==> src/rtl/bids22_host_seq.sv <==
// bids22_host_seq: host-side command sequencer for the bids22 auction controller.
// Takes one round config, programs the controller, runs the round, unlocks it and reports one result.
module bids22_host_seq #(
    parameter int DATA_W      = 32,
    parameter int LEN_W       = 16,
    parameter int RES_TIMEOUT = 8
) (
    input  logic              clk,
    input  logic              reset_n,
    input  logic              cfg_valid,
    output logic              cfg_ready,
    input  logic [DATA_W-1:0] cfg_x_value,
    input  logic [DATA_W-1:0] cfg_y_value,
    input  logic [DATA_W-1:0] cfg_z_value,
    input  logic [2:0]        cfg_mask,
    input  logic [DATA_W-1:0] cfg_timer,
    input  logic [DATA_W-1:0] cfg_bid_cost,
    input  logic [DATA_W-1:0] cfg_key,
    input  logic [LEN_W-1:0]  cfg_round_len,
    output logic [3:0]        C_op,
    output logic [DATA_W-1:0] C_data,
    output logic              C_start,
    input  logic              ready,
    input  logic [2:0]        err,
    input  logic              roundOver,
    input  logic [DATA_W-1:0] maxBid,
    input  logic              X_win,
    input  logic              Y_win,
    input  logic              Z_win,
    output logic              res_valid,
    output logic [DATA_W-1:0] res_max_bid,
    output logic [2:0]        res_winner,
    output logic [2:0]        res_err,
    output logic              busy
);
    typedef enum logic [2:0] {IDLE, CFG, ROUND, WAIT_RES, UNLOCK, DONE} state_t;
    localparam logic [3:0] OP_NOP    = 4'd0;
    localparam logic [3:0] OP_UNLOCK = 4'd1;
    localparam logic [3:0] OP_LOCK   = 4'd2;
    localparam logic [3:0] OP_LOADX  = 4'd3;
    state_t state_q, state_d;
    logic [LEN_W-1:0] cnt_q, cnt_d, len_q, len_d, cnt_inc;
    logic [DATA_W-1:0] x_q, x_d, y_q, y_d, z_q, z_d, timer_q, timer_d, cost_q, cost_d, key_q, key_d;
    logic [2:0] mask_q, mask_d;
    logic [DATA_W-1:0] cap_max_q, cap_max_d;
    logic [2:0] cap_win_q, cap_win_d, cap_err_q, cap_err_d;
    logic [3:0] c_op_q, c_op_d;
    logic [DATA_W-1:0] c_data_q, c_data_d;
    logic c_start_q, c_start_d;
    logic res_valid_q, res_valid_d;
    logic [DATA_W-1:0] res_max_q, res_max_d;
    logic [2:0] res_win_q, res_win_d, res_err_q, res_err_d;
    logic [2:0] step;
    logic [3:0] step_op;
    logic [DATA_W-1:0] step_data;

    assign cfg_ready   = reset_n && ready && state_q == IDLE;
    assign busy        = state_q != IDLE;
    assign C_op        = c_op_q;
    assign C_data      = c_data_q;
    assign C_start     = c_start_q;
    assign res_valid   = res_valid_q;
    assign res_max_bid = res_max_q;
    assign res_winner  = res_win_q;
    assign res_err     = res_err_q;

    // Saturating shared counter and the op/operand of the next configuration step.
    always_comb begin
        cnt_inc   = &cnt_q ? cnt_q : cnt_q + 1'b1;
        step      = cnt_q[2:0] + 3'd1;
        step_op   = step == 3'd6 ? OP_LOCK : OP_LOADX + {1'b0, step};
        step_data = step == 3'd1 ? y_q :
                    step == 3'd2 ? z_q :
                    step == 3'd3 ? DATA_W'(mask_q) :
                    step == 3'd4 ? timer_q :
                    step == 3'd5 ? cost_q : key_q;
    end

    // Sequencer next-state: programming, round timing, result capture and abort on controller reset.
    always_comb begin
        state_d     = state_q;
        cnt_d       = cnt_q;
        len_d       = len_q;
        x_d         = x_q;
        y_d         = y_q;
        z_d         = z_q;
        mask_d      = mask_q;
        timer_d     = timer_q;
        cost_d      = cost_q;
        key_d       = key_q;
        cap_max_d   = cap_max_q;
        cap_win_d   = cap_win_q;
        cap_err_d   = cap_err_q;
        c_op_d      = OP_NOP;
        c_data_d    = '0;
        c_start_d   = 1'b0;
        res_valid_d = 1'b0;
        res_max_d   = res_max_q;
        res_win_d   = res_win_q;
        res_err_d   = res_err_q;
        case (state_q)
            IDLE: if (cfg_valid && cfg_ready) begin
                x_d      = cfg_x_value;
                y_d      = cfg_y_value;
                z_d      = cfg_z_value;
                mask_d   = cfg_mask;
                timer_d  = cfg_timer;
                cost_d   = cfg_bid_cost;
                key_d    = cfg_key;
                len_d    = cfg_round_len == '0 ? LEN_W'(1) : cfg_round_len;
                cnt_d    = '0;
                c_op_d   = OP_LOADX;
                c_data_d = cfg_x_value;
                state_d  = CFG;
            end
            CFG: if (err != 3'b0) begin
                res_valid_d = 1'b1;
                res_err_d   = err;
                res_win_d   = 3'b0;
                res_max_d   = '0;
                state_d     = DONE;
            end else if (cnt_q[2:0] == 3'd6) begin
                c_start_d = 1'b1;
                cnt_d     = LEN_W'(1);
                state_d   = ROUND;
            end else begin
                c_op_d   = step_op;
                c_data_d = step_data;
                cnt_d    = cnt_inc;
            end
            ROUND: if (cnt_q >= len_q) begin
                cnt_d   = '0;
                state_d = WAIT_RES;
            end else begin
                c_start_d = 1'b1;
                cnt_d     = cnt_inc;
            end
            WAIT_RES: if (roundOver || cnt_q >= LEN_W'(RES_TIMEOUT - 1)) begin
                cap_max_d = roundOver ? maxBid : '0;
                cap_win_d = roundOver ? {Z_win, Y_win, X_win} : 3'b0;
                cap_err_d = roundOver ? err : 3'b111;
                c_op_d    = OP_UNLOCK;
                c_data_d  = key_q;
                state_d   = UNLOCK;
            end else begin
                cnt_d = cnt_inc;
            end
            UNLOCK: begin
                res_valid_d = 1'b1;
                res_max_d   = cap_max_q;
                res_win_d   = cap_win_q;
                res_err_d   = cap_err_q;
                state_d     = DONE;
            end
            default: state_d = IDLE;
        endcase
        if (state_q != IDLE && !ready) begin
            state_d     = IDLE;
            c_op_d      = OP_NOP;
            c_data_d    = '0;
            c_start_d   = 1'b0;
            res_valid_d = 1'b0;
            res_max_d   = res_max_q;
            res_win_d   = res_win_q;
            res_err_d   = res_err_q;
        end
    end

    // State, latched config, captures and registered controller/result outputs.
    always_ff @(posedge clk or negedge reset_n) begin
        if (!reset_n) begin
            state_q     <= IDLE;
            cnt_q       <= '0;
            len_q       <= '0;
            x_q         <= '0;
            y_q         <= '0;
            z_q         <= '0;
            mask_q      <= '0;
            timer_q     <= '0;
            cost_q      <= '0;
            key_q       <= '0;
            cap_max_q   <= '0;
            cap_win_q   <= '0;
            cap_err_q   <= '0;
            c_op_q      <= OP_NOP;
            c_data_q    <= '0;
            c_start_q   <= 1'b0;
            res_valid_q <= 1'b0;
            res_max_q   <= '0;
            res_win_q   <= '0;
            res_err_q   <= '0;
        end else begin
            state_q     <= state_d;
            cnt_q       <= cnt_d;
            len_q       <= len_d;
            x_q         <= x_d;
            y_q         <= y_d;
            z_q         <= z_d;
            mask_q      <= mask_d;
            timer_q     <= timer_d;
            cost_q      <= cost_d;
            key_q       <= key_d;
            cap_max_q   <= cap_max_d;
            cap_win_q   <= cap_win_d;
            cap_err_q   <= cap_err_d;
            c_op_q      <= c_op_d;
            c_data_q    <= c_data_d;
            c_start_q   <= c_start_d;
            res_valid_q <= res_valid_d;
            res_max_q   <= res_max_d;
            res_win_q   <= res_win_d;
            res_err_q   <= res_err_d;
        end
    end
endmodule

==> config.mk <==
export PLATFORM = sky130hd
export DESIGN_NAME = bids22_host_seq
export DESIGN_NICKNAME = d
export VERILOG_FILES = /design/src/rtl/bids22_host_seq.sv
export SDC_FILE = /design/constraint.sdc
export NUM_CORES = 1
export LEC_CHECK = 0
export ABC_CLOCK_PERIOD_IN_PS = 2800
export BUFFER_PORTS_ARGS = -buffer_cell sky130_fd_sc_hd__buf_2
export CELL_PAD_IN_SITES_DETAIL_PLACEMENT = 0
export CELL_PAD_IN_SITES_GLOBAL_PLACEMENT = 1
export CORE_MARGIN = 5
export CORE_UTILIZATION = 30
export DETAILED_ROUTE_END_ITERATION = 7
export PLACE_DENSITY_LB_ADDON = 0.2
export SYNTH_ARGS = -nofsm -noshare
export SYNTH_HDL_FRONTEND = slang
export SYNTH_SLANG_ARGS = --single-unit
==> constraint.sdc <==
create_clock -name clk -period 2.8 [get_ports clk]
set_input_delay 0.56 -clock clk [delete_from_list [all_inputs] [get_ports clk]]
set_output_delay 0.56 -clock clk [all_outputs]
set_load 0.005 [all_outputs]
# Word level (Yosys, flattened, before mapping)

Index checks and enable logic that the tools add are counted.

Register bits: 312
Bits in latches: 0
RAM bits: 0
Memory bits (read-only): 0
Input bits: 254
Memories: 0

Add/sub/neg operators: 3
Multiply operators: 0
Div/mod/pow operators: 0
$lt $le $gt $ge: 2
Eq/ne operators: 19
Shifts and indexed selects: 0
Mux-type cells: 50
Bitwise operators: 1
Reduce and logical (&&, ||, !) cells: 18

Operators with widths:

| kind                                                                   | number |
|---|---|
| 32-bit two-way mux                                                     | 12 |
| 16-bit two-way mux                                                     | 7 |
| 32-bit one-hot mux with 3 select lines                                 | 1 |
| 16-bit one-hot mux with 4 select lines                                 | 1 |
| 32-bit one-hot mux with 2 select lines                                 | 1 |
| 3-bit two-way mux                                                      | 10 |
| 16-bit by 1-bit adder with 16-bit output, second input constant        | 1 |
| 16-bit >= comparator                                                   | 1 |
| 16-bit by 3-bit >= comparator with 1-bit output, second input constant | 1 |
| 16-bit logical NOT                                                     | 1 |
| 4-bit two-way mux                                                      | 4 |
| 16-bit AND reduction                                                   | 1 |
| 3-bit == test, second input constant                                   | 5 |
| 3-bit one-hot mux with 5 select lines                                  | 1 |
| 3-bit by 2-bit == test with 1-bit output, second input constant        | 4 |
| 3-bit one-hot mux with 2 select lines                                  | 2 |
| 4-bit one-hot mux with 3 select lines                                  | 1 |
| 4-bit AND reduction                                                    | 2 |
| 1-bit two-way mux                                                      | 7 |
| 3-bit by 1-bit == test with 1-bit output, second input constant        | 2 |
| 2-bit inequality test, second input constant                           | 3 |
| 3-bit inequality test, second input constant                           | 2 |
| 3-bit nonzero test                                                     | 2 |
| 2-bit by 3-bit adder with 4-bit output, first input constant           | 1 |
| other kinds (15)                                                       | 20 |

# Logic depth before layout (Yosys ltp)

Word-level depth: 11
Gate-level depth with buffers: 10

# Worst setup path before layout

Ideal clock, no wire load.

Kind: flip-flop to flip-flop
From: register cnt_q[0]
To: register cnt_q[7]
Library setup time: 0.136 ns
Data arrival time: 2.139 ns
Setup slack: 0.525 ns
Stages on the path, launching flop included: 8
Period minus slack after synthesis: 2.275 ns
Cells stage by stage: dfrtp_1 -> ha_1 -> a211oi_1 -> a41oi_2 -> or3_4 -> buf_6 -> o311ai_1 -> o41ai_1

Cells in the longest elaborated chain, start to end: 5
Elaborated cells on any way between the ends: 14
Classes of those cells: 1 x add/sub; 2 x order compare; 2 x eq/ne; 6 x mux; 3 x reduce/logical

Ends and longest elaborated chain:

| element                                                                                 | RTL line | text |
|---|---|---|
| from (decl)                                                                             | 42       | `logic [LEN_W-1:0] cnt_q, cnt_d, len_q, len_d, cnt_inc;` |
| from (signal assigned)                                                                  | 194      | `cnt_q <= cnt_d;` |
| 16-bit by 1-bit adder with 16-bit output / 16-bit AND reduction (equally long branches) | 69       | `cnt_inc = &cnt_q ? cnt_q : cnt_q + 1'b1;` |
| 16-bit two-way mux                                                                      | 69       |  |
| 16-bit two-way mux                                                                      | 122      | `end else if (cnt_q[2:0] == 3'd6) begin` |
| 16-bit two-way mux                                                                      | 116      | `CFG: if (err != 3'b0) begin` |
| 16-bit one-hot mux with 4 select lines                                                  | 101      | `case (state_q)` |

Several ways; a longest one is shown, not always the timed one. The select of a mux whose other input is x is not followed.
A chain may end at the register's enable or synchronous reset.

# Worst setup path after layout

From: register state_q[1]
To: output port cfg_ready

Cells in the longest elaborated chain, start to end: 2

Ends and longest elaborated chain:

| element                | RTL line | text |
|---|---|---|
| from (decl)            | 41       | `state_t state_q, state_d;` |
| from (signal assigned) | 193      | `state_q <= state_d;` |
| 3-bit logical NOT      | 57       | `assign cfg_ready = reset_n && ready && state_q == IDLE;` |
| 1-bit logical AND      | 57       |  |
| to (decl)              | 11       | `output logic cfg_ready,` |

Every way passes these cells.

==> flow_metrics.py <==
metrics = {
    "status": {
        "status": "complete, no violations",
    },
    "layout": {
        "seq_area_sq_um": 7810,
        "fillerInstances": 4980,
        "layoutNonFillerInstCount": 2602,
        "multi_input_area_sq_um": 6020,
        "syn2layout_area_growth_pct": 26.1,
        "drive_gt1_frac": 0.226,
        "finish.utilization": 0.381,
        "num-nets-final": 2234,
    },
    "timing": {
        "final.min_clock_period_ns": 2.64,
        "slew_viol_final": 0,
        "tns_ns": 0,
        "worst_slack_ns": 0.161,
        "worst_pin_slew_ns": 0.872,
        "fin_worst_skew_ns": 0.0184,
        "maxSlewHeadroom": 0.419,
        "fmax_mhz": 379,
        "final.period_utilization": 0.942,
        "rsz0062_at_grt": "false",
        "setup_viol": 0,
        "final-hold-violation-count": 0,
    },
    "floorplan": {
        "die_x_um": 229,
        "rows": 80,
        "core_area_sq_um": 47500,
        "initial_utilization": 0.302,
        "io_pins": 332,
        "die_h_um": 229,
        "die_area_sq_um": 52300,
    },
    "logic_synthesis": {
        "ys_seq_elements": 312,
        "synth.distinct_cells": 59,
        "yosysTopAreaCellShare": 0.544,
        "synth.yosys.warnings": 0,
        "netlist_instances": 1654,
        "async_flop_share": 1.00,
        "synthTopCellsByArea": "dfrtp_1 (54%), nand2_1 (18%), o21ai_0 (3.1%)",
        "post-synth-top-count-cell": "nand2_1",
        "yosys.area.top_type": "dfrtp_1",
        "yosys-top-cells-count": "nand2_1 (681), dfrtp_1 (312), o21ai_0 (89)",
        "yosysSeqAreaShare": 0.544,
        "synth-edff-count": 0,
        "syn-cell-area_sq_um": 14400,
        "syn_nets": 1929,
        "syn_avg_cell_area_sq_um": 8.68,
        "synth_flop_cell": "dfrtp_1",
    },
    "clock_tree": {
        "clockBufferDepth": 3,
        "cts-root-buf": "clkbuf_16",
        "clkSlewWorstSetupHoldPaths_ns": 0.06,
        "cts_tree": "yes",
        "cts_num_sinks": 312,
        "insertion_delay_ns": 0.55,
        "ctsHtreeMaxLevel": 2,
        "numCtsBuffers": 39,
        "cts_setup_buffers": 0,
    },
    "setup_path": {
        "crit_required_ns": 2.24,
        "timing.setup.critical_path_class": "register to primary output",
        "r2r_end": "cnt_q[1]",
        "endpoint_kind": "primary output",
        "startpoint_type": "register",
        "critical_path.max_fanout": 15,
        "worstPathArrival_ns": 2.08,
        "r2r_cells": 7,
        "reg2reg_from": "cnt_q[1]",
        "rrSetupSlack_ns": 0.23,
    },
    "place": {
        "port_buffers": 331,
        "detailed_place_hpwl_um": 34000,
        "placed_cells": 2532,
        "preCtsSetupSlack_ns": 0.214,
        "gp_congestion": 0.840,
    },
    "pwr": {
        "comb_power_share": 0.330,
        "power_frac_clock": 0.267,
        "fin_total_pwr_mw": 17.9,
        "p_int_mw": 11.3,
        "p_sw_frac": 0.368,
        "worst_ir_drop_vdd_uv": 389,
        "cellPowerDensity_nw_per_um2": 986,
        "power_frac_seq": 0.403,
        "p_switching_mw": 6.58,
        "p_leak_nw": 9.32,
    },
    "grt": {
        "grt_pass1_wl_um": 77000,
        "grt-ovfl-total": 0,
        "grtUsageTotal": 0.184,
        "antenna_found_initial": 22,
        "grt_start_max_net_pins": 151,
        "grt_pass1_vias": 12900,
    },
    "route": {
        "ant_nets": 0,
        "drc": 0,
        "drtIter0Drc": 825,
        "wirelength_um": 49100,
        "dr.pass1.iters": 5,
        "dr_total_vias": 12700,
        "via_per_inst": 4.89,
        "wire_per_inst_um": 18.9,
    },
    "hold_path": {
        "min_to": "z_q[0]",
        "min_from": "cfg_z_value[0]",
        "min_path_cells": 3,
        "min_path_type": "input port to register",
    },
    "run": {
        "maxCapViolCount": 0,
    },
}
==> layout by cell type, fill, tap and decap left out, types with 4 or more instances in the layout <==
cell type    n
a211oi_1    37
a21oi_1     45
a221oi_1     4
a22oi_1     32
a31oi_1      5
and2_1       7
buf_12      15
buf_2      330
buf_4       29
clkbuf_1    13
clkbuf_16   39
clkbuf_8     4
clkinv_2     4
dfrtp_1    312
diode_2      5
ha_1        21
inv_1       30
mux2i_1     30
nand2_1    678
nand3_1     46
nand4_1      6
nor2_1      59
nor3_1      14
nor4_1       7
o2111ai_1    5
o21ai_0     89
o21ai_1     13
o221ai_1     5
o22ai_1      4
o32ai_1     30
==> per-stage QoR <==
step                instance area (sq um)  hold WS, ns
floorplan                           14400        0.264
global placement                    16900        0.356
detailed placement                  16900        0.356
CTS                                 18100        0.167
global route                        18100        0.187
finish                              18100        0.209
==> timing repair <==
item                                    in CTS  in global routing
hold buffers                                 1                  0
hold endpoints to repair                     4                  0
endpoints found under the setup margin       0                  1
resized for setup                            0                  2
==> state kept, by name, indices dropped and copies added, names as in the netlist <==
signal	cells
res_winner	3
res_valid	1
cap_win_q	3
cnt_q	16
res_max_bid	32
z_q	32
res_err	3
C_op	4
C_data	32
state_q	3
key_q	32
cost_q	32
C_start	1
mask_q	3
y_q	32
timer_q	32
cap_max_q	32
len_q	16
cap_err_q	3
==> worst max-delay path, stage by stage, from the launching register on <==
cell	delay, ns
dfrtp_1	0.41
buf_4	0.20
or2_1	0.37
nor2_2	0.26
and3_1	0.19
buf_2	0.11
==> final cells by class <==
cell class | instances | share of cell area
multi-input combinational | 1199 | 0.333
clock inverter | 8 | 0.00532
timing repair buffer | 377 | 0.122
antenna | 5 | 0.000691
inverter | 30 | 0.00622
sequential | 312 | 0.431
tap | 615 | 0.0425
clock buffer | 56 | 0.0596
==> routing by layer <==
layer,track usage,wire length (um),vias up
met4,0.0465,964,30
met2,0.283,21900,350
met3,0.0542,3410,88
li1,-,-,6171
met1,0.256,22600,6097
met5,0,198,-
==> power by group through the flow <==
stage                     combinational, mW  clock, mW  sequential (mW)
after floorplan                        3.74          0             7.02
after global placement                 5.91          0             7.24
after detailed placement               5.99          0             7.28
after CTS                              6.00       4.95             7.21
after global routing                   6.75       5.12             7.43
final                                  5.89       4.76             7.20
==> cells by family after synthesis <==
kind of cell / share of synthesized area
adders and majority gates: 0.0183
xor gates and xnor gates: 0.00296
DFF: 0.544
muxes: 0.0209
AOI/OAI and AO/OA: 0.132
buffers and inverters: 0.0403
and+or+nand+nor: 0.242
==> worst max-delay path by stage <==
stage,start,slack (ns),cells past startpoint,to
after floorplan,cnt_q[0],0.53,7,cnt_q[7]
after global placement,cnt_q[1],0.26,7,cnt_q[1]
after detailed placement,roundOver,0.21,6,cnt_q[1]
after CTS,state_q[1],0.03,5,cfg_ready
after global routing,cnt_q[15],0.07,8,cnt_q[1]
final,state_q[1],0.16,5,cfg_ready
Power figures use the tool's default switching activity.
